[src/rtl/seg_msg_player_if.sv]
// Control inputs and display outputs of the seven-segment message player.
interface seg_msg_player_if #(
  parameter int RATE_W = 4,
  parameter int SEL_W  = 1
);
  logic [RATE_W-1:0] rate;
  logic [1:0]        mode;
  logic [SEL_W-1:0]  msg_sel;
  logic [3:0]        man_idx;
  logic              blink_en;
  logic [6:0]        segments;
  logic              decimal;
  logic              done;

  modport master (
    output rate, mode, msg_sel, man_idx, blink_en,
    input  segments, decimal, done
  );

  modport slave (
    input  rate, mode, msg_sel, man_idx, blink_en,
    output segments, decimal, done
  );
endinterface

[src/rtl/seg_msg_player.sv]
// Plays stored 7-segment messages (manual, loop, ping-pong, one-shot) stepped by a prescaler tick.
// Outputs are registered: 1-cycle latency from pointer/inputs to segments; no backpressure.
module seg_msg_player #(
  parameter int DIV_W   = 16,
  parameter int MSG_LEN = 8,
  parameter int NUM_MSG = 2,
  parameter logic [NUM_MSG*MSG_LEN*7-1:0] MSG_TABLE = {
    7'b0000000, 7'b0000000, 7'b0000000, 7'b0000000,
    7'b1111101, 7'b0111111, 7'b1110011, 7'b1010000,
    7'b0000000, 7'b0000000, 7'b0000000,
    7'b0111111, 7'b0111000, 7'b0111000, 7'b1111001, 7'b1110100
  }
) (
  input logic            clk,
  input logic            rst,
  seg_msg_player_if.slave bus
);

  localparam int SEL_W = (NUM_MSG > 1) ? $clog2(NUM_MSG) : 1;
  localparam logic [3:0] LAST   = 4'(MSG_LEN - 1);
  localparam logic [3:0] PENULT = 4'(MSG_LEN - 2);

  typedef enum logic [1:0] {
    MODE_MANUAL   = 2'd0,
    MODE_LOOP     = 2'd1,
    MODE_PINGPONG = 2'd2,
    MODE_ONESHOT  = 2'd3
  } mode_e;

  logic [DIV_W-1:0] presc_q, presc_d;
  logic [3:0]       pos_q, pos_d;
  logic             dir_q, dir_d;
  logic             phase_q, phase_d;
  logic             done_q, done_d;
  logic [6:0]       seg_q, seg_d;
  logic             dec_q, dec_d;
  logic [1:0]       mode_q;
  logic [SEL_W-1:0] sel_q;

  mode_e      mode_now;
  logic       tick;
  logic       restart;
  logic [3:0] idx;
  logic [6:0] glyph;
  int         r;

  assign mode_now = mode_e'(bus.mode);

  always_comb begin
    r    = (int'(bus.rate) > DIV_W - 1) ? DIV_W - 1 : int'(bus.rate);
    tick = 1'b1;
    for (int i = 0; i < DIV_W; i++) begin
      if (i <= r) tick = tick & presc_q[i];
    end
  end

  // Restart on any mode/message change wins over a coincident tick.
  always_comb begin
    presc_d = presc_q + DIV_W'(1);
    phase_d = phase_q ^ tick;
    pos_d   = pos_q;
    dir_d   = dir_q;
    done_d  = done_q;
    restart = (bus.mode != mode_q) || (bus.msg_sel != sel_q);
    if (restart) begin
      pos_d  = 4'd0;
      dir_d  = 1'b0;
      done_d = 1'b0;
    end else begin
      if (tick) begin
        case (mode_now)
          MODE_LOOP:     pos_d = (pos_q >= LAST) ? 4'd0 : pos_q + 4'd1;
          MODE_PINGPONG: begin
            if (!dir_q) begin
              if (pos_q >= LAST) begin
                dir_d = 1'b1;
                pos_d = PENULT;
              end else begin
                pos_d = pos_q + 4'd1;
              end
            end else if (pos_q == 4'd0) begin
              dir_d = 1'b0;
              pos_d = 4'd1;
            end else begin
              pos_d = pos_q - 4'd1;
            end
          end
          MODE_ONESHOT:  if (pos_q < LAST) pos_d = pos_q + 4'd1;
          default:       pos_d = pos_q;
        endcase
      end
      if (mode_now == MODE_ONESHOT && pos_d == LAST) done_d = 1'b1;
    end
  end

  always_comb begin
    idx   = (mode_now == MODE_MANUAL) ? bus.man_idx : pos_q;
    glyph = 7'd0;
    for (int m = 0; m < NUM_MSG; m++) begin
      for (int c = 0; c < MSG_LEN; c++) begin
        if (int'(bus.msg_sel) == m && int'(idx) == c)
          glyph = MSG_TABLE[(m*MSG_LEN + c)*7 +: 7];
      end
    end
    seg_d = (!bus.blink_en || phase_q) ? glyph : 7'd0;
    dec_d = (mode_now != MODE_MANUAL) && phase_q;
  end

  always_ff @(posedge clk) begin
    mode_q <= bus.mode;
    sel_q  <= bus.msg_sel;
    if (rst) begin
      presc_q <= '0;
      pos_q   <= 4'd0;
      dir_q   <= 1'b0;
      phase_q <= 1'b0;
      done_q  <= 1'b0;
      seg_q   <= 7'd0;
      dec_q   <= 1'b0;
    end else begin
      presc_q <= presc_d;
      pos_q   <= pos_d;
      dir_q   <= dir_d;
      phase_q <= phase_d;
      done_q  <= done_d;
      seg_q   <= seg_d;
      dec_q   <= dec_d;
    end
  end

  assign bus.segments = seg_q;
  assign bus.decimal  = dec_q;
  assign bus.done     = done_q;

endmodule

[src/flat_wrapper.sv]
// flat-port wrapper written by rule: the top's interface ports become plain ports
module seg_msg_player_flat 
#(
  parameter int DIV_W   = 16,
  parameter int MSG_LEN = 8,
  parameter int NUM_MSG = 2,
  parameter logic [NUM_MSG*MSG_LEN*7-1:0] MSG_TABLE = {
    7'b0000000, 7'b0000000, 7'b0000000, 7'b0000000,
    7'b1111101, 7'b0111111, 7'b1110011, 7'b1010000,
    7'b0000000, 7'b0000000, 7'b0000000,
    7'b0111111, 7'b0111000, 7'b0111000, 7'b1111001, 7'b1110100
  }
)
  (clk, rst, bus_rate, bus_mode, bus_msg_sel, bus_man_idx, bus_blink_en, bus_segments, bus_decimal, bus_done);
  seg_msg_player_if #(.RATE_W(4), .SEL_W(1)) bus_i ();
  input logic clk;
  input logic rst;
  input wire logic [$bits(bus_i.rate)-1:0] bus_rate;
  input wire logic [$bits(bus_i.mode)-1:0] bus_mode;
  input wire logic [$bits(bus_i.msg_sel)-1:0] bus_msg_sel;
  input wire logic [$bits(bus_i.man_idx)-1:0] bus_man_idx;
  input wire logic [$bits(bus_i.blink_en)-1:0] bus_blink_en;
  output wire logic [$bits(bus_i.segments)-1:0] bus_segments;
  output wire logic [$bits(bus_i.decimal)-1:0] bus_decimal;
  output wire logic [$bits(bus_i.done)-1:0] bus_done;
  assign bus_i.rate = bus_rate;
  assign bus_i.mode = bus_mode;
  assign bus_i.msg_sel = bus_msg_sel;
  assign bus_i.man_idx = bus_man_idx;
  assign bus_i.blink_en = bus_blink_en;
  assign bus_segments = bus_i.segments;
  assign bus_decimal = bus_i.decimal;
  assign bus_done = bus_i.done;
  seg_msg_player #(.DIV_W(DIV_W), .MSG_LEN(MSG_LEN), .NUM_MSG(NUM_MSG), .MSG_TABLE(MSG_TABLE)) u_core (.clk(clk), .rst(rst), .bus(bus_i));
endmodule
[config.mk]
export PLATFORM = sky130hd
export DESIGN_NAME = seg_msg_player_flat
export DESIGN_NICKNAME = d
export VERILOG_FILES = /design/src/rtl/seg_msg_player_if.sv /design/src/rtl/seg_msg_player.sv /design/src/flat_wrapper.sv
export SDC_FILE = /design/constraint.sdc
export NUM_CORES = 1
export LEC_CHECK = 0
export BUFFER_PORTS_ARGS = -buffer_cell sky130_fd_sc_hd__buf_2
export CELL_PAD_IN_SITES_DETAIL_PLACEMENT = 0
export CELL_PAD_IN_SITES_GLOBAL_PLACEMENT = 2
export CORE_ASPECT_RATIO = 0.75
export CORE_MARGIN = 10
export CORE_UTILIZATION = 36
export CTS_CLUSTER_DIAMETER = 150
export DETAILED_ROUTE_END_ITERATION = 6
export GPL_ROUTABILITY_DRIVEN = 0
export PLACE_DENSITY = 0.9
export SETUP_SLACK_MARGIN = 0.3
export SLEW_MARGIN = 10
export SYNTH_ARGS = -nofsm -noshare
export SYNTH_HDL_FRONTEND = slang
export SYNTH_SLANG_ARGS = --single-unit
export TNS_END_PERCENT = 100
[constraint.sdc]
create_clock -name clk -period 3.9 [get_ports clk]
set_input_delay 0.78 -clock clk [delete_from_list [all_inputs] [get_ports clk]]
set_output_delay 0.78 -clock clk [all_outputs]
set_load 0.02 [all_outputs]
==> results.cfg, run 1 <==
[run_status]
status = finished, final reports clean

[global_routing]
grtUsageTotal_pct = 10.7
grt_remaining_overflow = 0
antenna_found_initial = 0
grt_pass1_wl_um = 7270
grt_max_degree = 21
grt_pass1_vias = 1451

[sta]
setup_viol = 0
layout_min_cycle_time_ns = 2.27
layout_setup_ws_ns = 1.63
hold_viol = 0
fin_crit_sh_pct = 58.2
rsz0062_at_grt = no
fmax_ghz = 0.441
tightest_slew_ns = 0.686
skew_ns = 0.00941
relSlewSlack_pct = 54.1
fin_hold_ws_ns = 0.479
tns_ns = 0
drv_slew = 0

[floorplanning]
coreArea_um2 = 4950
die_area_um2 = 8510
die_w_um = 103
rows = 22
ios = 23
die_y_um = 82.4
initial_core_util_pct = 37.8

[clock_tree]
clock_path_buffers = 2
insertion_delay_ns = 0.28
post_cts_buffers = 0
cts_tree = built
clk_pin_slew_ns = 0.07
cts_hold_buffers = 0
cts_resized = 0
clock-root-buffer = clkbuf_8
clock_sinks = 34
cts_buffers = 5
htreeDepth = 2

[place]
dpl_worst_slack_ns = 1.34
dp_hpwl_um = 3160
dp_cells = 304
io_buffers = 22

[yosys]
yosysUniqueCellTypes = 49
async_flop_share_pct = 0
ys_seq_area_share_pct = 36.4
synth.cell_area_um2 = 1870
yosysWarnings = 0
synth-edff-count = 0
synth_top_area_cell = dfxtp_1
synth_nets = 251
synthTopCellsByCount = dfxtp_1, nor2_1, nand2_1
avgSynthCellArea_um2 = 8.07
yosysTopAreaCellShare_pct = 36.4
synth_area_leaders = dfxtp_1, nor2_1, xor2_1
ys_ff_latch = 34
syn-instance-count = 232
synthFlopType = dfxtp_1

[flow_run]
maxCapViolations = 0

[power_and_ir_drop]
internal-power_uw = 582
swShare_pct = 22.2
peakVddDrop_uv = 227
p_seq_share_pct = 47.9
p_clk_share_pct = 43.9
p_per_area_nw_per_um2 = 351
pwr-share-comb_pct = 8.3
leakagePower_nw = 0.826
p_sw_uw = 166

[finish]
drive_gt1_share_pct = 13.5
fin_cells = 311
fin_nets = 270
n_antenna_cell = 0
nFillCells = 515
multiInputGateArea_um2 = 1120
seqCellArea_um2 = 681
area_delta_synth_final_pct = 13.8

[detailed_routing]
drtPass1Iterations = 4
viasPerCell = 5.18
detail-route-antenna-nets = 0
drtIter0Drc = 142
vias = 1611
routed_wirelength_um = 4250
detail_route.wl_per_cell_um = 13.6
drc = 0

[worst_setup_path]
cp.arrival_ns = 2.48
critPathMaxFanout = 14
crit_start = bus_mode[1]
r2r-start = u_core.pos_q[0]
crit_type = input pin to flop
start_kind = input pin
cp-end-kind = flop
crit_required_ns = 4.11

[hold_path]
worstHoldPathType = flop to flop
hold_start = u_core.presc_q[0]
[logic make-up (layout without fill, tap and decap cells)]
logic type,count (synthesis),after routing,synth area share (%)
XOR/XNOR,19,19,8.89
adder cells (fa/ha/maj),5,5,3.34
multiplexers,6,6,3.21
flip-flops,34,34,36.4
AND/OR/NAND/NOR,103,103,27.5
AO/OA/AOI/OAI,47,47,16.9
buffers and inverters,18,37,3.74
[power by group through the flow]
stage,sequential (mW),clock [mW],combinational (mW)
after CTS,0.358,0.341,0.0622
after global routing,0.359,0.356,0.0704
after floorplan,0.369,0,0.0373
final,0.358,0.328,0.0619
after global placement,0.366,0,0.0624
after detailed placement,0.366,0,0.0620
[stage by stage]
| step | utilization [%] | total power [mW] | cell area (µm²) |
|---|---|---|---|
| finish | 43.0 | 0.748 | 2130 |
| global route | 43.0 | 0.785 | 2130 |
| CTS | 43.0 | 0.761 | 2130 |
| detailed placement | 40.7 | 0.428 | 2020 |
| global placement | 40.7 | 0.428 | 2020 |
| floorplan | - | 0.407 | 1870 |
[critical path: stages]
cell and delay [ns]:
buf_2 0.18, nor2_1 0.57, mux2i_1 0.47, nand2_1 0.16, nor2_1 0.10, o21ai_0 0.08, a21oi_1 0.15
[placed cells by master (no fill, tap or decap), types with 2 or more instances in the layout]
cell / n
a211oi_1: 2
a21oi_1: 13
and3_1: 4
buf_2: 22
clkbuf_8: 6
dfxtp_1: 34
ha_1: 5
inv_1: 8
mux2i_1: 6
nand2_1: 18
nand2b_1: 3
nand3_1: 12
nand4b_1: 3
nor2_1: 34
nor2b_1: 4
nor3_1: 10
nor3b_1: 2
o21ai_0: 9
o21ai_1: 5
o31ai_1: 2
or3_1: 3
or4_1: 2
xnor2_1: 8
xor2_1: 11
[layout make-up]
type / count / area share, %
well taps: 60 / 3.53
inverters: 8 / 1.41
clock buffers: 6 / 3.88
clock inverters: 1 / 1.41
flip-flops and latches: 34 / 32.0
multi-input cells: 180 / 52.6
repair buffers: 22 / 5.17
[per-layer routing]
| metal | GRT usage (%) | routed length, µm | vias up |
|---|---|---|---|
| met5 | 0 | 0 | - |
| met4 | 3.32 | 35 | 0 |
| met3 | 3.07 | 292 | 2 |
| met2 | 13.0 | 1510 | 41 |
| met1 | 16.7 | 2410 | 713 |
| li1 | - | - | 855 |
[state kept, by name (all words and copies together), names as in the netlist]
| name | cells |
|---|---|
| u_core.presc_q | 16 |
| u_core.dir_q | 1 |
| u_core.bus.decimal | 1 |
| u_core.bus.done | 1 |
| u_core.sel_q | 1 |
| u_core.mode_q | 2 |
| u_core.phase_q | 1 |
| u_core.pos_q | 4 |
| u_core.bus.segments | 7 |
[path summary, 6_finish.rpt]
check / endpoint / slack [ns] / cells after the start
worst max-delay path: u_core.bus.segments[0] / 1.63 / 7
worst min register to register: u_core.presc_q[0] / 0.48 / 1
worst max register to register: u_core.bus.done / 1.85 / 7
worst min-delay path: u_core.presc_q[0] / 0.48 / 1
Power figures use the tool's default switching activity.
==> run 2, diff against run 1 <==
--- a/config.mk
+++ b/config.mk
@@ -10,11 +10,11 @@
 export CELL_PAD_IN_SITES_GLOBAL_PLACEMENT = 2
 export CORE_ASPECT_RATIO = 0.75
 export CORE_MARGIN = 10
-export CORE_UTILIZATION = 36
+export CORE_UTILIZATION = 34
 export CTS_CLUSTER_DIAMETER = 150
 export DETAILED_ROUTE_END_ITERATION = 6
 export GPL_ROUTABILITY_DRIVEN = 0
-export PLACE_DENSITY = 0.9
+export PLACE_DENSITY = 0.86
 export SETUP_SLACK_MARGIN = 0.3
 export SLEW_MARGIN = 10
 export SYNTH_ARGS = -nofsm -noshare
==> constraint.sdc (replaced) <==
create_clock -name clk -period 2.2 [get_ports clk]
set_input_delay 0.44 -clock clk [delete_from_list [all_inputs] [get_ports clk]]
set_output_delay 0.44 -clock clk [all_outputs]
set_load 0.02 [all_outputs]
==> results.cfg, run 2 (same netlist as run 1, synthesis figures left out) <==
[clock_tree]
insertion_delay_ns = 0.27
clock-root-buffer = clkbuf_8
clock_path_buffers = 2
cts_tree = built
cts_buffers = 5
clock_sinks = 34
htreeDepth = 2
clk_pin_slew_ns = 0.07
cts_hold_buffers = 0

[detailed_routing]
viasPerCell = 5.05
detail_route.wl_per_cell_um = 13.7
drtIter0Drc = 132
drc = 0
routed_wirelength_um = 4650
drtPass1Iterations = 4
detail-route-antenna-nets = 0
vias = 1716

[power_and_ir_drop]
swShare_pct = 23.8
leakagePower_nw = 0.877
p_clk_share_pct = 37.9
pwr-share-comb_pct = 10.3
p_seq_share_pct = 51.8
internal-power_uw = 932
p_per_area_nw_per_um2 = 547
p_sw_uw = 291
peakVddDrop_uv = 333

[floorplanning]
rows = 23
initial_core_util_pct = 35.2
die_w_um = 106
coreArea_um2 = 5320
die_y_um = 84.3
die_area_um2 = 8900
ios = 23

[sta]
rsz0062_at_grt = no
skew_ns = 0.00608
drv_slew = 0
fmax_ghz = 0.558
hold_viol = 0
fin_crit_sh_pct = 81.4
tns_ns = 0
setup_viol = 0
tightest_slew_ns = 0.521
fin_hold_ws_ns = 0.364
relSlewSlack_pct = 65.2
layout_min_cycle_time_ns = 1.79

[finish]
drive_gt1_share_pct = 19.2
final_cell_mix = nor2_1, dfxtp_1, buf_2
area_delta_synth_final_pct = 19.4
multiInputGateArea_um2 = 1130
nFillCells = 567
largest_register_ffs = 16
n_antenna_cell = 0
fin_nets = 283
fin_cells = 340
mostFrequentLayoutCell = nor2_1
seqCellArea_um2 = 683
regMostFlops = u_core.presc_q
finalInstanceArea_um2 = 2230

[worst_setup_path]
r2r-start = u_core.presc_q[13]
crit_start = u_core.presc_q[13]
critPathMaxFanout = 5
cp-end-kind = flop
timing.rr.end = u_core.dir_q
worst-r2r-setup-slack_ns = 0.41
crit_type = flop to flop
start_kind = flop
cp_slowest_stage_delay_ns = 0.48
crit_required_ns = 2.41
cp.arrival_ns = 2.00
path_cells = nand3_1 -> o221a_1 -> o31ai_4 -> nand3_2 -> or4_1 -> a21oi_1
critPathSlowestCell = or4_1
worstRegToRegCells = 6

[run_status]
status = finished, final reports clean

[global_routing]
grt_pass1_wl_um = 7400
grt_pass1_vias = 1477
antenna_found_initial = 0
grt_max_degree = 20
grt_remaining_overflow = 0
grtUsageTotal_pct = 10.0

[flow_run]
maxCapViolations = 0

[place]
io_buffers = 22
place_area_um2 = 2130
dp_hpwl_um = 3560
dp_cells = 331

[hold_path]
worstHoldPathType = input pin to flop
hold_path_end = u_core.mode_q[1]
min_path_cells = 1
hold_start = bus_mode[1]
## run 2: changes by cell type in the layout (fill, tap and decap cells not counted), sizes merged
cell	before	now
buf	22	35
clkbuf	6	7
bufinv	1	0
clkinv	0	1
## run 2: power by group through the flow
stage | combinational (mW) | sequential [mW] | clock [mW]
finish | 0.126 | 0.633 | 0.464
global route | 0.139 | 0.634 | 0.512
CTS | 0.126 | 0.633 | 0.481
detailed placement | 0.125 | 0.648 | 0
global placement | 0.125 | 0.647 | 0
floorplan | 0.0661 | 0.655 | 0
## run 2: routing by layer
metal	vias up	share of wire, %	track usage (%)
met3	2	6.5	3.13
met5	-	0	0
met4	0	0.73	2.21
met1	788	54	15.1
li1	884	-	-
met2	42	39	13.1
## run 2: metrics by stage
step           worst slack, ns  utilization [%]  total power, mW
6_report                 0.409             42.0             1.22
5_1_grt                  0.305             42.0             1.29
4_1_cts                  0.336             41.6             1.24
3_5_place_dp             0.135             39.9            0.773
3_3_place_gp             0.200             39.9            0.773
2_1_floorplan            0.318                -            0.721
## run 2: repair_timing
item / 4_1_cts / 5_1_grt
gates resized for setup: 0 / 4
setup endpoints to repair: 0 / 7
buffers inserted: 0 / 1
endpoints found under the hold margin: 0 / 0
## run 2: worst max path at each step
stage / slack [ns] / to / depth (start not counted)
after floorplan: 0.32 / u_core.bus.segments[0] / 8
after global placement: 0.20 / u_core.bus.done / 6
after detailed placement: 0.14 / u_core.bus.done / 7
after CTS: 0.34 / u_core.bus.done / 6
after global routing: 0.31 / u_core.bus.done / 7
final: 0.41 / u_core.dir_q / 6
## run 2: final cells by class
| class | instances | area share, % |
|---|---|---|
| Clock inverter | 1 | 0.224 |
| Timing Repair Buffer | 35 | 9.29 |
| Inverter | 8 | 1.34 |
| Multi-Input combinational cell | 180 | 50.5 |
| Tap cell | 75 | 4.20 |
| Sequential cell | 34 | 30.6 |
| Clock buffer | 7 | 3.86 |
## run 2: worst max-delay path: cells and delay by family, from the launching register on
kind             cells  cell delay (ns)
AO/OA/AOI/OAI        3             0.58
flip-flops           1             0.44
AND/OR/NAND/NOR      3             0.70
==> run 3, diff against run 2 <==
--- a/config.mk
+++ b/config.mk
@@ -5,16 +5,17 @@
 export SDC_FILE = /design/constraint.sdc
 export NUM_CORES = 1
 export LEC_CHECK = 0
+export ABC_AREA = 1
 export BUFFER_PORTS_ARGS = -buffer_cell sky130_fd_sc_hd__buf_2
 export CELL_PAD_IN_SITES_DETAIL_PLACEMENT = 0
 export CELL_PAD_IN_SITES_GLOBAL_PLACEMENT = 2
 export CORE_ASPECT_RATIO = 0.75
 export CORE_MARGIN = 10
-export CORE_UTILIZATION = 34
+export CORE_UTILIZATION = 29
 export CTS_CLUSTER_DIAMETER = 150
 export DETAILED_ROUTE_END_ITERATION = 6
 export GPL_ROUTABILITY_DRIVEN = 0
-export PLACE_DENSITY = 0.86
+export PLACE_DENSITY = 0.83
 export SETUP_SLACK_MARGIN = 0.3
 export SLEW_MARGIN = 10
 export SYNTH_ARGS = -nofsm -noshare
==> constraint.sdc (replaced) <==
create_clock -name clk -period 1.55 [get_ports clk]
set_input_delay 0.31 -clock clk [delete_from_list [all_inputs] [get_ports clk]]
set_output_delay 0.31 -clock clk [all_outputs]
set_load 0.02 [all_outputs]
==> results.cfg, run 3 <==
[global_routing]
grt_pass1_wl_um = 9660
antenna_found_initial = 0
grt_pass1_vias = 2044
grt_max_degree = 12
grtUsageTotal_pct = 10.8
grt_remaining_overflow = 0

[worst_setup_path]
worst-r2r-setup-slack_ns = -0.20
critPathSlowestCell = dfxtp_4
cp_slowest_stage_delay_ns = 0.37
start_kind = flop
critPathMaxFanout = 4
path_cells = ha_4 -> nand2_2 -> nand2_2 -> inv_2 -> ha_4 -> or2_4 -> nand4_1 -> nand2_1 -> nor2_1 -> nor2_1 -> nor2_1 -> nand3_1 -> nand2_1
cp.depth = 13
worstRegToRegCells = 13
crit_family = simple AND/OR/NAND/NOR gates
timing.rr.end = u_core.bus.done
crit_required_ns = 1.78
crit_start = u_core.pos_q[1]
path_common_cell = nor2_1
cp.arrival_ns = 1.98
r2r-start = u_core.pos_q[1]
crit_type = flop to flop
cp-end-kind = flop
critPathCapture = u_core.bus.done
path_buf_inv = 1

[detailed_routing]
vias = 2238
detail-route-antenna-nets = 0
viasPerCell = 4.56
drtIter0Drc = 154
drc = 0
detail_route.wl_per_cell_um = 12.4
drtPass1Iterations = 5
routed_wirelength_um = 6100

[finish]
area_delta_synth_final_pct = 60.7
fin_cells = 491
drive_gt1_share_pct = 47.4
fin_nets = 425
regMostFlops = u_core.presc_q
utilization_pct = 48.2
largest_register_ffs = 16
n_antenna_cell = 0
final_cell_mix = nand2_1, buf_4, inv_1
mostFrequentLayoutCell = nand2_1

[yosys]
avgSynthCellArea_um2 = 6.59
synth_nets = 330
yosysTopAreaCellShare_pct = 33.2
synth-edff-count = 0
yosysUniqueCellTypes = 37
async_flop_share_pct = 0
syn-instance-count = 311
synthFlopType = dfxtp_1
synth.most_common_cell = nand2_1
ys_seq_area_share_pct = 33.2
synthTopCellsByCount = nand2_1, inv_1, nor2_1
synth.cell_area_um2 = 2050
synth_area_leaders = dfxtp_1, nand2_1, inv_1
ys_ff_latch = 34
yosysWarnings = 0
synth_top_area_cell = dfxtp_1

[sta]
fin_crit_sh_pct = 113
fin_hold_ws_ns = 0.296
layout_setup_ws_ns = -0.197
hold_viol = 0
fmax_ghz = 0.572
drv_slew = 0
relSlewSlack_pct = 70.2
layout_min_cycle_time_ns = 1.75
rsz0062_at_grt = yes
tightest_slew_ns = 0.447
setup_viol = 12
skew_ns = 0.00256

[power_and_ir_drop]
p_per_area_nw_per_um2 = 567
peakVddDrop_uv = 312
leakagePower_nw = 1.52

[clock_tree]
clock-root-buffer = clkbuf_8
cts_hold_buffers = 0
clock_path_buffers = 2
insertion_delay_ns = 0.28
cts_buffers = 5
cts_tree = built
clk_pin_slew_ns = 0.07
clock_sinks = 34
htreeDepth = 2

[floorplanning]
die_y_um = 92.8
die_area_um2 = 10900
initial_core_util_pct = 30.0
ios = 23
coreArea_um2 = 6830
rows = 26
die_w_um = 117

[run_status]
violations = negative setup slack
status = complete, but fails checks

[place]
dp_cells = 463
io_buffers = 22
dp_hpwl_um = 4390

[flow_run]
maxCapViolations = 0

[hold_path]
worstHoldPathType = input pin to flop
==> run 3: what timing repair did <==
action                     in CTS  in global routing
hold endpoints to repair        0                  0
pin swaps                      31                 38
setup endpoints to repair      24                 25
resized for setup              48                 57
setup buffers                  11                  9
==> run 3: per-stage QoR <==
step                cell area [µm²]  setup WS, ns  TNS [ns]  power [mW]
floorplan                      2110        -0.131    -0.193        1.07
global route                   3290        -0.300     -2.13        1.96
CTS                            3030        -0.169    -0.647        1.87
finish                         3290        -0.197    -0.817        1.87
detailed placement             2670        -0.199     -1.24        1.18
global placement               2670        -0.162     -1.14        1.18
==> run 3: worst min-delay path by stage <==
| stage | from | end | slack, ns | cells after the start |
|---|---|---|---|---|
| 3_5_place_dp | u_core.presc_q[15] | u_core.presc_q[15] | 0.44 | 1 |
| 6_report | rst | u_core.presc_q[0] | 0.30 | 2 |
| 2_1_floorplan | bus_mode[0] | u_core.mode_q[0] | 0.34 | 0 |
| 4_1_cts | rst | u_core.presc_q[1] | 0.29 | 2 |
| 3_3_place_gp | u_core.phase_q | u_core.phase_q | 0.44 | 1 |
| 5_1_grt | bus_msg_sel | u_core.sel_q | 0.28 | 2 |
==> run 3: worst register-to-register path, cell delays in order, from the launching register on <==
cell	delay [ns]
dfxtp_4	0.37
ha_4	0.16
nand2_2	0.07
nand2_2	0.07
inv_2	0.06
ha_4	0.18
or2_4	0.22
nand4_1	0.07
nand2_1	0.06
nor2_1	0.08
nor2_1	0.06
nor2_1	0.12
nand3_1	0.10
nand2_1	0.07
==> run 3: kinds of logic (layout without fill, tap and decap cells) <==
kind of cell    after synthesis  count (layout)  share of synthesized area [%]
mux                           1               1                          0.550
flops                        34              34                           33.2
simple gates                176             176                           40.3
xor+xnor                      2               2                          0.855
fa+ha+maj                     5               5                           3.05
buf+inv                      49             145                           9.53
compound gates               44              44                           12.5
==> run 3: routing by layer <==
layer	part of all wire (%)	vias to the layer above	track usage, %
met5	0	-	0
met4	0.97	0	2.77
met3	4.3	4	2.51
met2	44	43	15.7
met1	51	1008	15.6
li1	-	1183	-
==> run 3: layout make-up <==
| class | count | area (µm²) |
|---|---|---|
| clock inverters | 3 | 16.3 |
| fillers | 689 | 3540 |
| inverters | 46 | 181 |
| clock buffers | 5 | 68.8 |
| flip-flops and latches | 34 | 701 |
| multi-input cells | 228 | 1510 |
| repair buffers | 91 | 711 |
| well taps | 84 | 105 |
==> run 3: where the power goes <==
group / switching [mW] / internal (mW)
registers: 0.0107 / 0.888
logic: 0.181 / 0.139
clock network: 0.339 / 0.308
total: 0.532 / 1.33
